--- src/rtl/writeback_pkg.sv ---
// writeback_pkg
//  Shared constants for the MIPS write-back stage: datapath and register
//  address widths, retired-counter width, load-type encodings and the WB
//  entry state encoding.
//  Optional feature macro used by the files of this slice: WB_SUBWORD_EN
//  (byte/halfword load formatting; when undefined every load is a word load).
package writeback_pkg;

    localparam int DWIDTH     = 32;
    localparam int AWIDTH_REG = 5;
    localparam int CNT_WIDTH  = 32;

    // Load-type encodings as carried by the MEM stage (bit 2 = unsigned).
    localparam logic [2:0] LT_LB  = 3'b000;
    localparam logic [2:0] LT_LH  = 3'b001;
    localparam logic [2:0] LT_LW  = 3'b010;
    localparam logic [2:0] LT_LBU = 3'b100;
    localparam logic [2:0] LT_LHU = 3'b101;

    // WB entry state: nothing, a live entry, or a live entry frozen by a stall.
    typedef enum logic [1:0] {
        WB_EMPTY = 2'b00,
        WB_VALID = 2'b01,
        WB_HELD  = 2'b10
    } wb_state_e;

endpackage

--- src/rtl/writeback_if.sv ---
// writeback_if
//  MEM -> WB handshake/data bundle plus the WB register-file write and
//  forwarding outputs.
//  master : MEM stage / hazard unit side (drives w_i_*, observes w_o_*)
//  slave  : writeback stage (observes w_i_*, drives w_o_*)
//  Signals: w_i_ce, w_i_stall, w_i_flush, w_i_alu_value, w_i_rd_addr,
//           w_i_reg_wr, w_i_mem_to_reg, w_i_load_type, w_i_load_data,
//           w_o_valid, w_o_rd_addr, w_o_rd_data, w_o_reg_wr,
//           w_o_misalign, w_o_retired
interface writeback_if #(
    parameter int DWIDTH     = 32,
    parameter int AWIDTH_REG = 5,
    parameter int CNT_WIDTH  = 32
);
    logic                  w_i_ce;
    logic                  w_i_stall;
    logic                  w_i_flush;
    logic [DWIDTH-1:0]     w_i_alu_value;
    logic [AWIDTH_REG-1:0] w_i_rd_addr;
    logic                  w_i_reg_wr;
    logic                  w_i_mem_to_reg;
    logic [2:0]            w_i_load_type;
    logic [DWIDTH-1:0]     w_i_load_data;

    logic                  w_o_valid;
    logic [AWIDTH_REG-1:0] w_o_rd_addr;
    logic [DWIDTH-1:0]     w_o_rd_data;
    logic                  w_o_reg_wr;
    logic                  w_o_misalign;
    logic [CNT_WIDTH-1:0]  w_o_retired;

    modport master (
        output w_i_ce, w_i_stall, w_i_flush, w_i_alu_value, w_i_rd_addr,
               w_i_reg_wr, w_i_mem_to_reg, w_i_load_type, w_i_load_data,
        input  w_o_valid, w_o_rd_addr, w_o_rd_data, w_o_reg_wr,
               w_o_misalign, w_o_retired
    );

    modport slave (
        input  w_i_ce, w_i_stall, w_i_flush, w_i_alu_value, w_i_rd_addr,
               w_i_reg_wr, w_i_mem_to_reg, w_i_load_type, w_i_load_data,
        output w_o_valid, w_o_rd_addr, w_o_rd_data, w_o_reg_wr,
               w_o_misalign, w_o_retired
    );
endinterface

--- src/rtl/wb_load_align.sv ---
// wb_load_align
//  Combinational load formatter for the write-back stage.
//  Ports: load_type (only with WB_SUBWORD_EN), addr (effective address bits
//  [1:0]), raw_data (memory read word) -> fmt_data (lane-selected and
//  extended value), misalign (access not naturally aligned).
//  WB_SUBWORD_EN defined : LB/LH sign-extend, LBU/LHU zero-extend, little-endian
//                          lanes; unknown encodings behave as LW.
//  WB_SUBWORD_EN undefined: word loads only, misaligned when addr != 0.
module wb_load_align #(
    parameter int DWIDTH = writeback_pkg::DWIDTH
) (
`ifdef WB_SUBWORD_EN
    input  logic [2:0]        load_type,
`endif
    input  logic [1:0]        addr,
    input  logic [DWIDTH-1:0] raw_data,
    output logic [DWIDTH-1:0] fmt_data,
    output logic              misalign
);
    import writeback_pkg::*;

`ifdef WB_SUBWORD_EN
    logic [7:0]  byte_s;
    logic [15:0] half_s;

    // Lane extraction: byte lane = addr[1:0], half lane = addr[1].
    always_comb begin
        byte_s = raw_data[7:0];
        case (addr)
            2'b00:   byte_s = raw_data[7:0];
            2'b01:   byte_s = raw_data[15:8];
            2'b10:   byte_s = raw_data[23:16];
            2'b11:   byte_s = raw_data[31:24];
            default: byte_s = raw_data[7:0];
        endcase
        if (addr[1]) begin
            half_s = raw_data[31:16];
        end else begin
            half_s = raw_data[15:0];
        end
    end

    // Extension and alignment check per load type.
    always_comb begin
        fmt_data = raw_data;
        misalign = 1'b0;
        case (load_type)
            LT_LB: begin
                fmt_data = {{(DWIDTH-8){byte_s[7]}}, byte_s};
                misalign = 1'b0;
            end
            LT_LBU: begin
                fmt_data = {{(DWIDTH-8){1'b0}}, byte_s};
                misalign = 1'b0;
            end
            LT_LH: begin
                fmt_data = {{(DWIDTH-16){half_s[15]}}, half_s};
                misalign = addr[0];
            end
            LT_LHU: begin
                fmt_data = {{(DWIDTH-16){1'b0}}, half_s};
                misalign = addr[0];
            end
            default: begin
                fmt_data = raw_data;
                misalign = (addr != 2'b00);
            end
        endcase
    end
`else
    // Word-only build: data passes through, any nonzero byte offset is misaligned.
    always_comb begin
        fmt_data = raw_data;
        misalign = (addr != 2'b00);
    end
`endif

endmodule

--- src/rtl/writeback.sv ---
// writeback
//  Final (WB) stage of the MIPS pipeline. Holds the MEM/WB pipeline register,
//  formats data returned by the synchronous-read data memory (one cycle after
//  capture), selects ALU result vs load data and drives the register-file
//  write port / forwarding path. Stall and flush aware; counts retirements.
//  Ports: w_clk (rising edge), w_rst (async, active-high),
//         bus (writeback_if.slave: MEM-stage inputs w_i_*, WB outputs w_o_*).
//  Optional feature macro: WB_SUBWORD_EN (sub-word load formatting).
module writeback #(
    parameter int DWIDTH     = writeback_pkg::DWIDTH,
    parameter int AWIDTH_REG = writeback_pkg::AWIDTH_REG,
    parameter int CNT_WIDTH  = writeback_pkg::CNT_WIDTH
) (
    input  logic        w_clk,
    input  logic        w_rst,
    writeback_if.slave  bus
);
    import writeback_pkg::*;

    localparam logic [CNT_WIDTH-1:0] CNT_ONE = {{(CNT_WIDTH-1){1'b0}}, 1'b1};

    wb_state_e             state_r;
    wb_state_e             state_nxt_s;
    logic                  capture_s;
    logic                  hold_load_s;
    logic                  live_s;
    logic                  commit_s;
    logic [DWIDTH-1:0]     alu_r;
    logic [DWIDTH-1:0]     hold_r;
    logic [DWIDTH-1:0]     fmt_data_s;
    logic [DWIDTH-1:0]     result_s;
    logic [DWIDTH-1:0]     rd_data_s;
    logic [AWIDTH_REG-1:0] rd_r;
    logic                  reg_wr_r;
    logic                  mem_to_reg_r;
    logic                  fmt_mis_s;
    logic                  misalign_s;
    logic [CNT_WIDTH-1:0]  retired_r;

`ifdef WB_SUBWORD_EN
    logic [2:0]            load_type_r;
`else
    logic [2:0]            unused_load_type_s;
    assign unused_load_type_s = bus.w_i_load_type;
`endif

    // Load data arrives the cycle after capture, so it is formatted live from
    // the memory output using the registered address and type.
    wb_load_align #(
        .DWIDTH    (DWIDTH)
    ) u_align (
`ifdef WB_SUBWORD_EN
        .load_type (load_type_r),
`endif
        .addr      (alu_r[1:0]),
        .raw_data  (bus.w_i_load_data),
        .fmt_data  (fmt_data_s),
        .misalign  (fmt_mis_s)
    );

    // Result selection, live/commit qualification.
    always_comb begin
        result_s   = alu_r;
        misalign_s = 1'b0;
        if (mem_to_reg_r) begin
            result_s   = fmt_data_s;
            misalign_s = fmt_mis_s;
        end else begin
            result_s   = alu_r;
            misalign_s = 1'b0;
        end
        live_s   = (state_r != WB_EMPTY);
        commit_s = live_s & ~bus.w_i_stall & ~bus.w_i_flush;
    end

    // Next-state logic; priority flush > stall > capture.
    always_comb begin
        state_nxt_s = state_r;
        capture_s   = 1'b0;
        hold_load_s = 1'b0;
        if (bus.w_i_flush) begin
            state_nxt_s = WB_EMPTY;
        end else if (bus.w_i_stall) begin
            case (state_r)
                WB_VALID: begin
                    // Memory output may change while stalled: freeze the result now.
                    state_nxt_s = WB_HELD;
                    hold_load_s = 1'b1;
                end
                WB_HELD:  state_nxt_s = WB_HELD;
                WB_EMPTY: state_nxt_s = WB_EMPTY;
                default:  state_nxt_s = WB_EMPTY;
            endcase
        end else if (bus.w_i_ce) begin
            state_nxt_s = WB_VALID;
            capture_s   = 1'b1;
        end else begin
            state_nxt_s = WB_EMPTY;
        end
    end

    // State register.
    always_ff @(posedge w_clk or posedge w_rst) begin
        if (w_rst) begin
            state_r <= WB_EMPTY;
        end else begin
            state_r <= state_nxt_s;
        end
    end

    // MEM/WB pipeline register, loaded only on capture.
    always_ff @(posedge w_clk or posedge w_rst) begin
        if (w_rst) begin
            alu_r        <= {DWIDTH{1'b0}};
            rd_r         <= {AWIDTH_REG{1'b0}};
            reg_wr_r     <= 1'b0;
            mem_to_reg_r <= 1'b0;
`ifdef WB_SUBWORD_EN
            load_type_r  <= LT_LW;
`endif
        end else if (capture_s) begin
            alu_r        <= bus.w_i_alu_value;
            rd_r         <= bus.w_i_rd_addr;
            reg_wr_r     <= bus.w_i_reg_wr;
            mem_to_reg_r <= bus.w_i_mem_to_reg;
`ifdef WB_SUBWORD_EN
            load_type_r  <= bus.w_i_load_type;
`endif
        end
    end

    // Hold register for the result of a stalled entry.
    always_ff @(posedge w_clk or posedge w_rst) begin
        if (w_rst) begin
            hold_r <= {DWIDTH{1'b0}};
        end else if (hold_load_s) begin
            hold_r <= result_s;
        end
    end

    // Retired-instruction counter; misaligned loads still retire.
    always_ff @(posedge w_clk or posedge w_rst) begin
        if (w_rst) begin
            retired_r <= {CNT_WIDTH{1'b0}};
        end else if (commit_s) begin
            retired_r <= retired_r + CNT_ONE;
        end
    end

    // Write-data source: live memory/ALU result, frozen hold value, or zero.
    always_comb begin
        rd_data_s = {DWIDTH{1'b0}};
        case (state_r)
            WB_VALID: rd_data_s = result_s;
            WB_HELD:  rd_data_s = hold_r;
            default:  rd_data_s = {DWIDTH{1'b0}};
        endcase
    end

    assign bus.w_o_valid    = live_s;
    assign bus.w_o_rd_addr  = live_s ? rd_r : {AWIDTH_REG{1'b0}};
    assign bus.w_o_rd_data  = rd_data_s;
    assign bus.w_o_reg_wr   = commit_s & reg_wr_r & (rd_r != {AWIDTH_REG{1'b0}}) & ~misalign_s;
    assign bus.w_o_misalign = live_s & misalign_s;
    assign bus.w_o_retired  = retired_r;

endmodule

--- src/flat_wrapper.sv ---
// flat-port wrapper written by rule: the top's interface ports become plain ports
module writeback_flat import writeback_pkg::*;
#(
    parameter int DWIDTH     = writeback_pkg::DWIDTH,
    parameter int AWIDTH_REG = writeback_pkg::AWIDTH_REG,
    parameter int CNT_WIDTH  = writeback_pkg::CNT_WIDTH
)
  (w_clk, w_rst, bus_w_i_ce, bus_w_i_stall, bus_w_i_flush, bus_w_i_alu_value, bus_w_i_rd_addr, bus_w_i_reg_wr, bus_w_i_mem_to_reg, bus_w_i_load_type, bus_w_i_load_data, bus_w_o_valid, bus_w_o_rd_addr, bus_w_o_rd_data, bus_w_o_reg_wr, bus_w_o_misalign, bus_w_o_retired);
  writeback_if #(.DWIDTH(DWIDTH), .AWIDTH_REG(AWIDTH_REG), .CNT_WIDTH(CNT_WIDTH)) bus_i ();
  input  logic w_clk;
  input  logic w_rst;
  input wire logic [$bits(bus_i.w_i_ce)-1:0] bus_w_i_ce;
  input wire logic [$bits(bus_i.w_i_stall)-1:0] bus_w_i_stall;
  input wire logic [$bits(bus_i.w_i_flush)-1:0] bus_w_i_flush;
  input wire logic [$bits(bus_i.w_i_alu_value)-1:0] bus_w_i_alu_value;
  input wire logic [$bits(bus_i.w_i_rd_addr)-1:0] bus_w_i_rd_addr;
  input wire logic [$bits(bus_i.w_i_reg_wr)-1:0] bus_w_i_reg_wr;
  input wire logic [$bits(bus_i.w_i_mem_to_reg)-1:0] bus_w_i_mem_to_reg;
  input wire logic [$bits(bus_i.w_i_load_type)-1:0] bus_w_i_load_type;
  input wire logic [$bits(bus_i.w_i_load_data)-1:0] bus_w_i_load_data;
  output wire logic [$bits(bus_i.w_o_valid)-1:0] bus_w_o_valid;
  output wire logic [$bits(bus_i.w_o_rd_addr)-1:0] bus_w_o_rd_addr;
  output wire logic [$bits(bus_i.w_o_rd_data)-1:0] bus_w_o_rd_data;
  output wire logic [$bits(bus_i.w_o_reg_wr)-1:0] bus_w_o_reg_wr;
  output wire logic [$bits(bus_i.w_o_misalign)-1:0] bus_w_o_misalign;
  output wire logic [$bits(bus_i.w_o_retired)-1:0] bus_w_o_retired;
  assign bus_i.w_i_ce = bus_w_i_ce;
  assign bus_i.w_i_stall = bus_w_i_stall;
  assign bus_i.w_i_flush = bus_w_i_flush;
  assign bus_i.w_i_alu_value = bus_w_i_alu_value;
  assign bus_i.w_i_rd_addr = bus_w_i_rd_addr;
  assign bus_i.w_i_reg_wr = bus_w_i_reg_wr;
  assign bus_i.w_i_mem_to_reg = bus_w_i_mem_to_reg;
  assign bus_i.w_i_load_type = bus_w_i_load_type;
  assign bus_i.w_i_load_data = bus_w_i_load_data;
  assign bus_w_o_valid = bus_i.w_o_valid;
  assign bus_w_o_rd_addr = bus_i.w_o_rd_addr;
  assign bus_w_o_rd_data = bus_i.w_o_rd_data;
  assign bus_w_o_reg_wr = bus_i.w_o_reg_wr;
  assign bus_w_o_misalign = bus_i.w_o_misalign;
  assign bus_w_o_retired = bus_i.w_o_retired;
  writeback #(.DWIDTH(DWIDTH), .AWIDTH_REG(AWIDTH_REG), .CNT_WIDTH(CNT_WIDTH)) u_core (.w_clk(w_clk), .w_rst(w_rst), .bus(bus_i));
endmodule
--- config.mk ---
export PLATFORM = sky130hd
export DESIGN_NAME = writeback_flat
export DESIGN_NICKNAME = d
export VERILOG_FILES = /design/src/rtl/writeback_pkg.sv /design/src/rtl/writeback_if.sv /design/src/rtl/wb_load_align.sv /design/src/rtl/writeback.sv /design/src/flat_wrapper.sv
export SDC_FILE = /design/constraint.sdc
export NUM_CORES = 1
export LEC_CHECK = 0
export BUFFER_PORTS_ARGS = -buffer_cell sky130_fd_sc_hd__buf_2
export CORE_UTILIZATION = 52
export DETAILED_ROUTE_END_ITERATION = 6
export GPL_TIMING_DRIVEN = 0
export PLACE_DENSITY_LB_ADDON = 0.12
export SYNTH_ARGS = -nofsm -noshare
export SYNTH_HDL_FRONTEND = slang
export SYNTH_SLANG_ARGS = --single-unit
--- constraint.sdc ---
create_clock -name w_clk -period 3.6 [get_ports w_clk]
set_clock_uncertainty 0.15 [all_clocks]
set_input_delay 0.18 -clock w_clk [delete_from_list [all_inputs] [get_ports w_clk]]
set_output_delay 0.18 -clock w_clk [all_outputs]
set_load 0.1 [all_outputs]
=== Yosys cells after proc, flatten, opt, wreduce, memory -nomap -nowiden ===
Cells that the tools add are included.

* $add $sub $neg: 1
* Multipliers: 0
* Divide/modulo/power cells: 0
* $lt $le $gt $ge: 0
* Eq/ne operators: 2
* Shift-type cells: 0
* Mux-type cells: 14
* Bitwise gates (word level): 9
* Reductions and logical operators: 4

{| class="wikitable"
|+ Operators by type and width
! operator !! number
|-
| 32-bit case mux with 2 select lines || 1
|-
| 32-bit by 1-bit adder with 32-bit output (second input constant) || 1
|-
| 32-bit two-way mux || 1
|-
| 1-bit two-way mux || 8
|-
| 1-bit AND || 6
|-
| 2-bit two-way mux || 3
|-
| 5-bit two-way mux || 1
|-
| 5-bit nonzero test || 1
|-
| 2-bit nonzero test || 2
|-
| 1-bit NOT || 3
|-
| 2-bit by 1-bit equality test with 1-bit output (second input constant) || 1
|-
| 2-bit equality test (second input constant) || 1
|-
| 2-bit OR reduction || 1
|}

* Register bits after elaboration: 105
* Latch bits: 0
* RAM bits: 0
* Bits in read-only memories: 0
* Input bits: 79
* Output and inout port bits: 72
* Word-level logic and storage cells: 37
* Memories: 0

=== Depth between registers and ports, before layout ===
Gate-level depths: netlist (run 1).

* Depth in word-level cells: 6
* Gate-level depth with buffers: 8
* Mapped depth without buffers: 6

=== Cells and area by module ===
Synthesis (run 1) repeated with hierarchy kept, for this count alone.

* Cell total of the unflattened synthesis: 508
* Area total of the unflattened synthesis: 5358.9 sq um

{| class="wikitable"
|+ Modules (own cells, without submodules)
! module !! instances !! cells each !! area an instance (sq um) !! seq. area each (sq um)
|-
| writeback || 1 || 475 || 5112.4 || 2627.5
|-
| wb_load_align || 1 || 33 || 246.5 || 0.0
|}

=== Worst setup path before layout (run 1) ===
Ideal clock, no wire load.

* Path kind: reg-to-output
* Start point: register u_core.state_r[0]
* End point: output port bus_w_o_reg_wr
* Data arrival time: 2594 ps
* Required time: 3270 ps
* Setup slack: 676 ps
* Stages on the path, launching flop included: 6
* Buffers on the path: 0
* Cells stage by stage: dfrtp_1 -> inv_1 -> ha_1 -> nor3_4 -> nand3_1 -> a21oi_1

* Word-level cells in the longest chain between the ends: 6

{| class="wikitable"
|+ RTL lines
! item !! RTL line !! source
|-
| start, declared || writeback.sv:22 || <nowiki>wb_state_e state_r;</nowiki>
|-
| start signal, assigned || writeback.sv:107 || <nowiki>state_r <= state_nxt_s;</nowiki>
|-
| 2-bit nonzero test || writeback.sv:72 || <nowiki>live_s = (state_r != WB_EMPTY);</nowiki>
|-
| 1-bit AND (2 in series) || writeback.sv:73 || <nowiki>commit_s = live_s & ~bus.w_i_stall & ~bus.w_i_flush;</nowiki>
|-
| 1-bit AND (3 in series) || writeback.sv:163 || <nowiki>assign bus.w_o_reg_wr = commit_s & reg_wr_r & (rd_r != {AWIDTH_REG{1'b0}}) & ~misalign_s;</nowiki>
|-
| end, declared || flat_wrapper.sv:24 || <nowiki>output wire logic [$bits(bus_i.w_o_reg_wr)-1:0] bus_w_o_reg_wr;</nowiki>
|}

No other way between the ends.

=== Worst setup path in the final report (run 1) ===
* Start point: register u_core.state_r[1]
* End point: output port bus_w_o_rd_data[25]

* Word-level cells in the longest chain between the ends: 2

{| class="wikitable"
|+ RTL lines
! item !! RTL line !! source
|-
| 2-bit equality test / 2-bit by 1-bit equality test with 1-bit output (equally long branches) || writeback.sv:153 || <nowiki>case (state_r)</nowiki>
|-
| 32-bit case mux with 2 select lines (*) || writeback.sv:153 ||
|-
| end, declared || flat_wrapper.sv:23 || <nowiki>output wire logic [$bits(bus_i.w_o_rd_data)-1:0] bus_w_o_rd_data;</nowiki>
|}

Mark *: on every way between the ends. The rest lies on a longest branch, timed or not.

==> results of run 1 <==
per-layer routing:
metal	vias up	track usage (%)	routed length (um)
li1	1970	-	-
met1	2002	32.1	5320
met2	114	42.9	6250
met3	22	4.65	529
met4	2	9.78	267
met5	-	0	17
worst paths after layout:
check | cells past startpoint | slack (ns) | endpoint
max | 8 | 0.65 | bus_w_o_rd_data[25]
max in group asynchronous | 4 | 2.31 | u_core.alu_r[13]$_DFFE_PP0P_
max reg2reg | 8 | 1.19 | u_core.hold_r[22]$_DFFE_PP0P_
min reg2reg | 1 | 0.33 | u_core.bus.w_o_retired[31]$_DFFE_PP0P_
min | 3 | 0.009 | u_core.hold_r[26]$_DFFE_PP0P_
min in group asynchronous | 3 | 0.30 | u_core.bus.w_o_retired[13]$_DFFE_PP0P_
registers in the layout, summed over array words and instances, names as in the netlist:
register and cells:
u_core.alu_r 32, u_core.bus.w_o_retired 32, u_core.hold_r 32, u_core.rd_r 5, u_core.state_r 2, u_core.mem_to_reg_r 1, u_core.reg_wr_r 1
what timing repair did:
item                      in CTS  in global routing
setup buffers                  0                  0
hold buffers                  50                  0
hold endpoints to repair     101                  0
cell families (layout without fill, tap and decap cells):
group	Yosys count	after routing	synth area share [%]
and+or+nand+nor	133	133	16.4
DFF	105	105	50.3
muxes	87	87	18.3
AOI/OAI and AO/OA	51	51	5.60
buffers and inverters	37	251	3.28
xor gates and xnor gates	31	31	5.19
adders and majority gates	4	4	0.957
power by group through the flow:
| stage | registers [mW] | clock network [mW] | logic (mW) |
|---|---|---|---|
| after floorplan | 1.62 | 0 | 0.434 |
| after global placement | 1.52 | 0 | 0.683 |
| after detailed placement | 1.53 | 0 | 0.708 |
| after CTS | 1.51 | 0.747 | 0.752 |
| after global routing | 1.54 | 0.792 | 0.813 |
| final | 1.51 | 0.734 | 0.745 |
cell type report:
| class | count | area, um2 | area share [%] |
|---|---|---|---|
| multi-input combinational | 306 | 2430 | 35.4 |
| tap | 133 | 166 | 2.43 |
| timing repair buffer | 198 | 1260 | 18.4 |
| clock inverter | 6 | 57.6 | 0.839 |
| inverter | 11 | 43.8 | 0.639 |
| buffer | 26 | 130 | 1.90 |
| sequential | 105 | 2630 | 38.3 |
| clock buffer | 10 | 138 | 2.01 |
through the flow:
| step | std cells | instance area, um2 | power, mW |
|---|---|---|---|
| final | 795 | 6860 | 2.99 |
| after CTS | 795 | 6860 | 3.01 |
| after global routing | 795 | 6860 | 3.15 |
| after global placement | 728 | 6130 | 2.20 |
| after detailed placement | 729 | 6160 | 2.24 |
| after floorplan | 448 | 5230 | 2.05 |
placed cells by master, fill, tap and decap left out, types with 2 or more instances in the layout:
cell type,netlist,routed
buf_6,3,3
nor4_4,4,4
and4_1,4,4
xnor2_1,11,11
nand4_1,3,3
dlygate4sd3_1,0,50
nand2_1,41,41
inv_1,11,10
and2b_2,5,5
and3_1,2,2
nand4_2,2,2
nand3_1,11,11
xor2_1,20,20
nor4_1,4,4
buf_1,3,3
nor2_1,7,7
clkbuf_8,0,10
clkbuf_1,12,12
and2_1,17,17
nor2b_1,15,15
nor3_2,4,4
clkinv_2,0,4
buf_2,8,155
nor3b_1,2,2
mux2_2,70,70
ha_1,4,4
a22oi_1,15,15
dfrtp_1,105,105
o21ai_0,35,35
mux2i_1,17,17
nor3_1,5,5
critical path: stages (launching register included):
cell and delay (ns):
dfrtp_1 0.40, inv_1 0.08, ha_1 0.14, clkbuf_1 0.32
inv_1 0.23, clkbuf_1 0.27, o21ai_0 0.25, and2_1 0.15
buf_2 0.42
==> flow_summary.ini, run 1 <==
[sta]
timing.hold.ws_ns = 0.00902
worst_slack_ns = 0.650
slew_violations = 0
rsz0062_at_grt = no
finalSetupViolCount = 0
fmax_mhz = 339
max-slew-margin-rel_pct = 55.5
finalCriticalPeriod_ns = 2.95
setup_tns_ns = 0
worst_pin_slew_ns = 0.667
hold_viol = 0
finalCritPeriodShare_pct = 81.9

[cts]
clock_path_buffers = 2
tritoncts = done
clk_latency_ns = 0.37
path_clk_slew_ns = 0.10
numCtsBuffers = 9
cts_root_buf = clkbuf_8
cts.repair.resized = 0
cts_sinks = 105
htree_levels = 3

[yosys]
yosysWarnings = 0
yosysMostFrequentCell = dfrtp_1
netlist_area_um2 = 5230
async_flop_share_pct = 100
ys_ff_latch = 105
syn-num-nets = 531
syn_area_per_cell_um2 = 11.7
yosys-top-cells-count = dfrtp_1, mux2_2, nand2_1
synth_edf_count = 0
netlist_instances = 448
ys_types = 36
synth_top_area_share_pct = 50.3
synth_area_leaders = dfrtp_1, mux2_2, o21ai_0
synth_ff_type = dfrtp_1
yosysSeqAreaShare_pct = 50.3
synth_top_cell_by_area = dfrtp_1

[floorplanning]
fp.dieW_um = 102
pin_count = 151
core_um2 = 9770
rows = 36
die_height_um = 102
die_area_um2 = 10500
start_util_pct = 53.5

[pwr]
vdd_drop_max_uv = 302
switching_power_mw = 0.949
seq_power_share_pct = 50.5
power-per-cell-area_nw_per_um2 = 436
p_comb_share_pct = 24.9
p_leak_nw = 3.38
p_int_mw = 2.04
p_sw_share_pct = 31.7
p_clk_share_pct = 24.6

[setup_path]
startpoint_type = flop
critPathKind = flop to output pin
r2r_start = u_core.state_r[1]$_DFF_PP0_
crit_start = u_core.state_r[1]$_DFF_PP0_
worstPathArrival_ns = 2.62
end_kind = output pin
cp.required_ns = 3.27
crit_path_max_fanout = 10

[status]
outcome = finished, final reports clean

[global_route]
antenna_found_initial = 2
overflow = 0
grt_pass1_wl_um = 20000
grt_max_degree = 54
grt_usage_pct = 25.3
first_global_vias = 4195

[hold_path]
worstHoldPathType = input pin to flop
min_from = bus_w_i_load_data[26]

[routing]
drc_errors = 0
via_per_inst = 5.17
drtAntennaViolNets = 0
routed-via-count = 4110
initialDrtViolationCount = 92
firstDrtPassIters = 4
wirelength_um = 12400
post_drt_wl_per_cell_um = 15.6

[placement]
place_ws_ns = 1.07
place_congestion = 0.743
portBuffers = 147
post-dp-hpwl_um = 8640

[run]
drv_cap = 0

[final_layout]
final_nets = 740
layout-drive-gt1-share_pct = 40.0
diodes = 0
area_delta_synth_final_pct = 31.1
final_util_pct = 70.1
fill_cells = 752
No activity file was read; power rests on OpenSTA's default activity.
==> run 2: changes to the inputs <==
--- a/config.mk
+++ b/config.mk
@@ -5,6 +5,7 @@
 export SDC_FILE = /design/constraint.sdc
 export NUM_CORES = 1
 export LEC_CHECK = 0
+export ABC_AREA = 1
 export BUFFER_PORTS_ARGS = -buffer_cell sky130_fd_sc_hd__buf_2
 export CORE_UTILIZATION = 52
 export DETAILED_ROUTE_END_ITERATION = 6
==> constraint.sdc (replaced) <==
create_clock -name w_clk -period 2.9 [get_ports w_clk]
set_clock_uncertainty 0.15 [all_clocks]
set_input_delay 0.145 -clock w_clk [delete_from_list [all_inputs] [get_ports w_clk]]
set_output_delay 0.145 -clock w_clk [all_outputs]
set_load 0.1 [all_outputs]
==> run 2 against run 1 <==
Net effect: die area rose by 5.4%; sequential power rose by 22%; synthesized cell count rose by 65%; worst setup slack got worse by 0.42 ns.
==> flow_summary.ini, run 2 <==
[yosys]
synth_edf_count = 0
netlist_area_um2 = 5520
yosysSeqAreaShare_pct = 47.6
ys_ff_latch = 105
yosysWarnings = 0
synth_area_leaders = dfrtp_1, nand2_1, nor2_1
yosys-top-cells-count = nand2_1, dfrtp_1, nor2_1
ys_types = 31
synth_top_area_share_pct = 47.6
netlist_instances = 739
syn-num-nets = 822
synth_ff_type = dfrtp_1
syn_area_per_cell_um2 = 7.47
synth_top_cell_by_area = dfrtp_1
yosysMostFrequentCell = nand2_1
async_flop_share_pct = 100

[run]
drv_cap = 0

[final_layout]
fill_cells = 858
final_common_cell = nand2_1
area_delta_synth_final_pct = 33.3
diodes = 0
final_cell_mix = nand2_1, buf_2, dfrtp_1
layout-drive-gt1-share_pct = 21.9
final_nets = 1052

[setup_path]
path_buf_inv = 3
rrSetupSlack_ns = 0.91
reg2reg_depth = 7
cp.required_ns = 2.61
startpoint_type = flop
cpPeakStageDelay_ns = 0.50
end_kind = output pin
r2r_start = u_core.state_r[1]$_DFF_PP0_
crit_path_max_fanout = 10
crit_chain = inv_1 -> ha_1 -> clkbuf_1 -> nand2_1 -> a21oi_1 -> buf_2
r2r_end = u_core.hold_r[1]$_DFFE_PP0P_
crit_family = buffers and inverters
critPathKind = flop to output pin
worstPathArrival_ns = 2.37
slowest_stage = clkbuf_1

[cts]
clock_path_buffers = 2
numCtsBuffers = 9
cts_root_buf = clkbuf_8
path_clk_slew_ns = 0.09
cts.repair.resized = 0
htree_levels = 3
cts_sinks = 105
tritoncts = done
clk_latency_ns = 0.36

[routing]
firstDrtPassIters = 5
initialDrtViolationCount = 329
drtAntennaViolNets = 0
wirelength_um = 16300
drc_errors = 0
via_per_inst = 5.22
post_drt_wl_per_cell_um = 14.7
routed-via-count = 5786

[pwr]
power-per-cell-area_nw_per_um2 = 505
seq_power_share_pct = 49.6
p_leak_nw = 3.78
p_int_mw = 2.44
p_clk_share_pct = 23.8
p_comb_share_pct = 26.6
switching_power_mw = 1.28
vdd_drop_max_uv = 898
p_total_mw = 3.72
p_sw_share_pct = 34.4

[sta]
worst_pin_slew_ns = 0.601
slew_violations = 0
finalCritPeriodShare_pct = 91.9
finalSetupViolCount = 0
fmax_mhz = 375
max-slew-margin-rel_pct = 59.9
finalCriticalPeriod_ns = 2.67
rsz0062_at_grt = no
setup_tns_ns = 0
hold_viol = 0

[hold_path]
min_from = bus_w_i_load_data[0]
min_to = u_core.hold_r[0]$_DFFE_PP0P_
worstHoldPathType = input pin to flop
holdPathStages = 4

[status]
outcome = finished, final reports clean

[global_route]
grt_usage_pct = 31.2
overflow = 0
first_global_vias = 5681
antenna_found_initial = 0
grt_max_degree = 42
grt_pass1_wl_um = 26900

[floorplanning]
core_um2 = 10300
die_area_um2 = 11000
die_height_um = 105
pin_count = 151
fp.dieW_um = 105
rows = 37
start_util_pct = 53.5

[placement]
portBuffers = 147
place_congestion = 0.871
post-dp-hpwl_um = 11200
[run 2: cell count changes in the layout (fill, tap and decap cells not counted), sizes merged, moves of 20 or more]
cell,before,now
a31oi,0,28
a21oi,1,34
dlygate4sd3,50,70
nor2,7,78
mux2,70,4
nand2,41,347
inv,11,40
[run 2: how the worst max path moves through the flow]
| stage | startpoint | endpoint | depth (start not counted) |
|---|---|---|---|
| 6_report | u_core.state_r[0]$_DFF_PP0_ | bus_w_o_rd_data[2] | 6 |
| 5_1_grt | u_core.state_r[0]$_DFF_PP0_ | bus_w_o_rd_data[31] | 6 |
| 4_1_cts | u_core.state_r[0]$_DFF_PP0_ | bus_w_o_rd_data[2] | 6 |
| 3_5_place_dp | u_core.state_r[0]$_DFF_PP0_ | bus_w_o_rd_data[2] | 6 |
| 3_3_place_gp | w_rst | u_core.hold_r[19]$_DFFE_PP0P_ | 2 |
| 2_1_floorplan | u_core.state_r[1]$_DFF_PP0_ | bus_w_o_rd_data[11] | 6 |
[run 2: what timing repair did]
item                                   4_1_cts  5_1_grt
setup buffers                                0        0
endpoints found under the hold margin       92        0
hold buffers                                70        0
[run 2: cell type report]
| cell class | count | area, um2 | area share, % |
|---|---|---|---|
| flip-flops and latches | 105 | 2630 | 35.7 |
| multi-input cells | 562 | 2590 | 35.2 |
| repair buffers | 219 | 1480 | 20.1 |
| well taps | 136 | 170 | 2.31 |
| inverters | 41 | 160 | 2.18 |
| plain buffers | 31 | 149 | 2.02 |
| clock buffers | 11 | 141 | 1.92 |
| clock inverters | 3 | 42.5 | 0.578 |
[run 2: cells by family (layout without fill, tap and decap cells)]
logic type	after synthesis	after routing	share of synthesized area, %
AND/OR/NAND/NOR	461	461	35.2
XOR/XNOR	13	13	2.06
buffers and inverters	72	305	5.53
flip-flops	105	105	47.6
multiplexers	4	4	0.816
adder cells (fa/ha/maj)	4	4	0.907
AO/OA/AOI/OAI	80	80	7.89
[run 2: tightest hold or removal path, cell delays in order]
cell,delay [ns]
buf_2,0.08
nand2_1,0.04
o21ai_0,0.10
mux2_2,0.15
[run 2: through the flow]
| step | util (%) | std cells | hold slack (ns) | instance area (um2) | setup slack (ns) |
|---|---|---|---|---|---|
| 2_1_floorplan | - | 739 | 0.0605 | 5530 | 0.106 |
| 3_3_place_gp | 62.3 | 1022 | 0.189 | 6430 | 0.582 |
| 3_5_place_dp | 62.7 | 1024 | 0.0821 | 6470 | 0.671 |
| 4_1_cts | 71.3 | 1108 | 0.0118 | 7360 | 0.256 |
| 5_1_grt | 71.3 | 1108 | 0.0324 | 7360 | 0.0338 |
| 6_report | 71.3 | 1108 | 0.0359 | 7360 | 0.234 |
[run 2: power groups by stage]
stage          clock network (mW)  logic (mW)  registers (mW)
2_1_floorplan                   0       0.531            2.00
3_3_place_gp                    0       0.874            1.85
3_5_place_dp                    0       0.909            1.87
4_1_cts                     0.910       0.984            1.84
5_1_grt                     0.953        1.09            1.87
6_report                    0.886       0.988            1.84
[run 2: metal layers]
| layer | share of wire, % | routed length (um) | GRT usage, % |
|---|---|---|---|
| met1 | 41 | 6600 | 38.5 |
| met2 | 50 | 8150 | 53.3 |
| met3 | 5.9 | 966 | 3.93 |
| met4 | 3.3 | 536 | 16.7 |
| met5 | 0 | 0 | 0 |
